### src/rtl/mealy_stream_pkg.sv
// Shared types and sizing helpers for the Mealy stream frame controller.
// Chained (uncleared) detector operation is selected with MEALY_STREAM_CHAIN_EN.
package mealy_stream_pkg;

  typedef enum logic [1:0] {
    IDLE  = 2'd0,
    CLR   = 2'd1,
    SHIFT = 2'd2,
    DONE  = 2'd3
  } state_e;

  localparam int WORD_W_DEF = 8;

  // A hit count must represent 0..WORD_W inclusive.
  function automatic int hit_cnt_w(input int word_w);
    return $clog2(word_w + 1);
  endfunction

  localparam int HIT_CNT_W = hit_cnt_w(WORD_W_DEF);

endpackage

### src/rtl/sat_accum.sv
// CNT_W-bit saturating accumulator; a clear in the same cycle as an add wins.
module sat_accum #(
  parameter int CNT_W = 8,
  parameter int ADD_W = 4
) (
  input  logic             clk,
  input  logic             rst,
  input  logic             clr,
  input  logic             add_en,
  input  logic [ADD_W-1:0] add_val,
  output logic [CNT_W-1:0] acc
);

  // One spare bit so the carry out of the add is visible before clamping.
  localparam int SUM_W = ((CNT_W > ADD_W) ? CNT_W : ADD_W) + 1;
  localparam logic [SUM_W-1:0] MAX_SUM = SUM_W'({CNT_W{1'b1}});

  logic [CNT_W-1:0] acc_q;
  logic [CNT_W-1:0] acc_d;
  logic [SUM_W-1:0] sum;

  always_comb begin
    sum   = SUM_W'(acc_q) + SUM_W'(add_val);
    acc_d = acc_q;
    if (clr) begin
      acc_d = '0;
    end else if (add_en) begin
      acc_d = (sum > MAX_SUM) ? {CNT_W{1'b1}} : sum[CNT_W-1:0];
    end
  end

  always_ff @(posedge clk or posedge rst) begin
    if (rst) begin
      acc_q <= '0;
    end else begin
      acc_q <= acc_d;
    end
  end

  assign acc = acc_q;

endmodule

### src/rtl/mealy_stream_ctrl.sv
// Serializes handshaked words MSB-first onto a bit-level Mealy detector and reports per-frame hits.
// Define MEALY_STREAM_CHAIN_EN to keep detector state across frames (clear only when pending).
module mealy_stream_ctrl
  import mealy_stream_pkg::*;
#(
  parameter int  WORD_W = 8,
  parameter int  CNT_W  = 8,
  localparam int HCW    = hit_cnt_w(WORD_W)
) (
  input  logic              clk,
  input  logic              rst,
  input  logic              in_valid,
  output logic              in_ready,
  input  logic [WORD_W-1:0] in_data,
  output logic              j,
  input  logic              w,
  output logic              det_rst,
  output logic              out_valid,
  input  logic              out_ready,
  output logic [WORD_W-1:0] hit_mask,
  output logic [HCW-1:0]    hit_cnt,
  output logic [CNT_W-1:0]  total,
  input  logic              clr_total
);

  localparam int IDX_W = $clog2(WORD_W);
  localparam logic [IDX_W-1:0] LAST_IDX = IDX_W'(WORD_W - 1);

  state_e            state_q;
  logic [WORD_W-1:0] data_q;
  logic [IDX_W-1:0]  idx_q;
  logic              j_q;
  logic              det_rst_q;
  logic              out_valid_q;
  logic [WORD_W-1:0] hit_mask_q;
  logic [HCW-1:0]    hit_cnt_q;
  logic              use_clr;
  logic              deliver;

`ifdef MEALY_STREAM_CHAIN_EN
  logic clr_pend_q;
  assign use_clr = clr_pend_q;
`else
  assign use_clr = 1'b1;
`endif

  assign in_ready = (state_q == IDLE);
  assign deliver  = out_valid_q & out_ready;

  always_ff @(posedge clk or posedge rst) begin
    if (rst) begin
      state_q     <= IDLE;
      data_q      <= '0;
      idx_q       <= '0;
      j_q         <= 1'b0;
      det_rst_q   <= 1'b0;
      out_valid_q <= 1'b0;
      hit_mask_q  <= '0;
      hit_cnt_q   <= '0;
`ifdef MEALY_STREAM_CHAIN_EN
      clr_pend_q  <= 1'b1;
`endif
    end else begin
      det_rst_q <= 1'b0;
`ifdef MEALY_STREAM_CHAIN_EN
      if (clr_total) begin
        clr_pend_q <= 1'b1;
      end else if (state_q == CLR) begin
        clr_pend_q <= 1'b0;
      end
`endif
      case (state_q)
        IDLE: begin
          if (in_valid) begin
            data_q     <= in_data;
            idx_q      <= '0;
            hit_mask_q <= '0;
            hit_cnt_q  <= '0;
            if (use_clr) begin
              state_q   <= CLR;
              det_rst_q <= 1'b1;
              j_q       <= 1'b0;
            end else begin
              state_q <= SHIFT;
              j_q     <= in_data[WORD_W-1];
            end
          end
        end
        CLR: begin
          state_q <= SHIFT;
          j_q     <= data_q[WORD_W-1];
        end
        SHIFT: begin
          // w belongs to the bit currently on j; hits shift in so the first bit ends at the MSB.
          hit_mask_q <= {hit_mask_q[WORD_W-2:0], w};
          hit_cnt_q  <= hit_cnt_q + HCW'(w);
          if (idx_q == LAST_IDX) begin
            state_q     <= DONE;
            out_valid_q <= 1'b1;
            j_q         <= 1'b0;
            idx_q       <= '0;
          end else begin
            idx_q  <= idx_q + IDX_W'(1);
            j_q    <= data_q[WORD_W-2];
            data_q <= data_q << 1;
          end
        end
        DONE: begin
          if (out_ready) begin
            out_valid_q <= 1'b0;
            state_q     <= IDLE;
          end
        end
        default: state_q <= IDLE;
      endcase
    end
  end

  sat_accum #(
    .CNT_W (CNT_W),
    .ADD_W (HCW)
  ) u_total (
    .clk     (clk),
    .rst     (rst),
    .clr     (clr_total),
    .add_en  (deliver),
    .add_val (hit_cnt_q),
    .acc     (total)
  );

  assign j         = j_q;
  assign det_rst   = det_rst_q;
  assign out_valid = out_valid_q;
  assign hit_mask  = hit_mask_q;
  assign hit_cnt   = hit_cnt_q;

endmodule

### config.mk
export PLATFORM = sky130hd
export DESIGN_NAME = mealy_stream_ctrl
export DESIGN_NICKNAME = d
export VERILOG_FILES = /design/src/rtl/mealy_stream_pkg.sv /design/src/rtl/sat_accum.sv /design/src/rtl/mealy_stream_ctrl.sv
export SDC_FILE = /design/constraint.sdc
export NUM_CORES = 1
export LEC_CHECK = 0
export ABC_CLOCK_PERIOD_IN_PS = 2500
export CORE_MARGIN = 8
export CORE_UTILIZATION = 51
export DETAILED_ROUTE_END_ITERATION = 6
export GPL_ROUTABILITY_DRIVEN = 0
export PLACE_DENSITY = 0.79
export SLEW_MARGIN = 20
export SYNTH_ARGS = -nofsm -noshare
export SYNTH_HDL_FRONTEND = slang
export SYNTH_SLANG_ARGS = --single-unit
### constraint.sdc
create_clock -name clk -period 2.5 [get_ports clk]
set_input_delay 0.625 -clock clk [delete_from_list [all_inputs] [get_ports clk]]
set_output_delay 0.625 -clock clk [all_outputs]
set_load 0.005 [all_outputs]
==> impl_metrics.tcl <==
set metrics [dict create \
    setup_viol 0 \
    clockBufferDepth 2 \
    grt_antenna_before_repair 0 \
    rows 22 \
    ys_seq_area_share_pct 48.2 \
    wire_per_inst_um 15.1 \
    cts_buffers 5 \
    ys.flop_type "dfrtp_1" \
    hold_viol_final 0 \
    synth_cell_type_count 39 \
    drt_iter0_markers 47 \
    synth_area_per_cell_um2 10.9 \
    min_period_over_period_pct 94.8 \
    die_h_um 76.5 \
    clock_latency_ns 0.34 \
    ys_ff_latch 36 \
    relSlewSlack_pct 49.7 \
    crit_chain "inv_1, ha_1, clkdlybuf4s50_1" \
    worstPathRequired_ns 1.88 \
    status "complete, no violations" \
    critPathKind "flop to output port" \
    setup_tns_ns 0 \
    syn_nets 199 \
    start_util_pct 52.2 \
    cts_max_level 2 \
    cts_tree "yes" \
    fmax_ghz 0.422 \
    dp_hpwl_um 3090 \
    yosysWarnings 0 \
    io_pins 38 \
    first_pass_iters 4 \
    critPathMaxStageDelay_ns 0.56 \
    cp-end-kind "output port" \
    n_antenna_cell 0 \
    r2r_slack_ns 0.38 \
    grt_pass1_wl_um 7040 \
    ctsRootBufferMaster "clkbuf_4" \
    p_per_area_nw_per_um2 1050 \
    postCtsHoldBufs 0 \
    grt_max_degree 37 \
    drive_gt1_share_pct 9.35 \
    cts_setup_buffers 0 \
    overflow 0 \
    syn_to_final_growth_pct 25.4 \
    async_flop_share_pct 100 \
    cts_resized 0 \
    place_area_um2 2280 \
    hold_class "flop to flop" \
    multi_input_area_um2 900 \
    design_area_um2 2340 \
    core_um2 3580 \
    setup.worst_path.start_class "flop" \
    vdd_drop_max_v 0.000683 \
    layout_min_cycle_time_ns 2.37 \
    synth-edff-count 0 \
    clk_pin_slew_ns 0.10 \
    leakagePower_uw 0.00104 \
    arrival_ns 1.75 \
    path_max_fanout 7 \
    drc 0 \
    numClockSinks 36 \
    final_cell_mix "37 x clkdlybuf4s50_1, 36 x dfrtp_1, 15 x nand2_1" \
    num-fill-cells 297 \
    cpMaxStageDelayCell "clkdlybuf4s50_1" \
    regArea_um2 901 \
    io_buffers 37 \
    syn-cell-area_um2 1870 \
    grt_usage_pct 14.6 \
    dieArea_um2 5860 \
    finalClockSkew_ns 0.00979 \
    ant_nets 0 \
    vias_per_cell 5.49 \
    netlist_instances 172 \
    wl_um 3950 \
    synth_top_cell_area_share_pct 48.2 \
    tightestPinTransition_ns 0.740 \
    die_w_um 76.5 \
    yosys.area.top_type "dfrtp_1" \
    maxCapViolCount 0 \
    synth.area.top_cells "dfrtp_1 48%, ha_1 8.0%, a22o_1 6.6%, mux2i_1 4.8%, nand2_1 3.0%" \
    mostFrequentLayoutCell "clkdlybuf4s50_1" \
    vias 1438 \
    rsz0062_at_grt "false" \
    grt_pass1_vias 1481 \
    finalNetCount 240 \
    maxSlewViolCount 0 \
]
path summary, 6_finish.rpt:
kind / start / end / cells after the start
min: data_q[2]$_DFFE_PP0P_ / data_q[2]$_DFFE_PP0P_ / 2
min reg2reg: data_q[2]$_DFFE_PP0P_ / data_q[2]$_DFFE_PP0P_ / 2
min in group asynchronous: rst / u_total.acc[0]$_DFFE_PP0P_ / 3
max: state_q[0]$_DFFE_PP0P_ / in_ready / 3
max in group asynchronous: rst / data_q[0]$_DFFE_PP0P_ / 3
max reg2reg: hit_cnt[0]$_DFFE_PP0P_ / u_total.acc[6]$_DFFE_PP0P_ / 7
state kept, by name, indices dropped and copies added, names as in the netlist:
register and flops:
out_valid 1, data_q 8, j 1, u_total.acc 8
state_q 2, det_rst 1, hit_mask 8, idx_q 3
hit_cnt 4
power breakdown:
group          total [uW]  internal (uW)  switching (uW)
logic                1170            610             558
registers             972            798             174
clock network         320            139             181
total                2460           1550             913
worst max-delay path, delay by kind of cell, from the launching register on:
family                   cells  cell delay (ns)
buffers and inverters        2             0.67
flip-flops                   1             0.42
adder cells (fa/ha/maj)      1             0.32
kinds of logic after synthesis:
kind of cell	Yosys count	synth area share (%)
compound gates	46	18.8
xor+xnor	2	0.938
fa+ha+maj	13	9.11
buf+inv	15	3.62
flops	36	48.2
mux	11	6.16
simple gates	49	13.1
area by class of cell:
class / count / area share, %
inverter: 10 / 1.60
sequential: 36 / 38.5
multi-input combinational: 121 / 38.4
timing repair buffer: 39 / 16.5
clock buffer: 8 / 2.51
tap: 48 / 2.56
stage by stage:
stage	hold WS [ns]	setup WS (ns)	total power [uW]	util, %	instances
after floorplan	0.449	0.582	1740	-	172
after CTS	0.499	0.0994	2500	65.5	262
final	0.494	0.130	2460	65.5	262
after global placement	0.463	0.317	2100	63.8	254
after detailed placement	0.477	0.225	2170	63.8	254
after global routing	0.510	0.0262	2670	65.5	262
layer usage:
layer / global-route usage [%] / vias to the layer above / part of all wire (%)
met4: 4.81 / 0 / 1.2
met2: 25.4 / 34 / 51
met5: 0 / - / 0
met1: 15.6 / 696 / 42
met3: 5.78 / 6 / 5.9
li1: - / 702 / -
cell usage after synthesis (2+ instances only):
cell type and n:
and2b_1 2, nand4_1 3, nand3_1 3, a22o_1 14, mux2i_1 9, a31oi_1 2, o21ai_2 3, nor3_1 3
buf_2 3, o21ai_0 10, dfrtp_1 36, a21oi_1 4, ha_1 12, and3_1 3, a211oi_1 5, and2_1 2
nor2_1 13, nand2_1 15, inv_1 10
(Power assumes the default switching activity.)
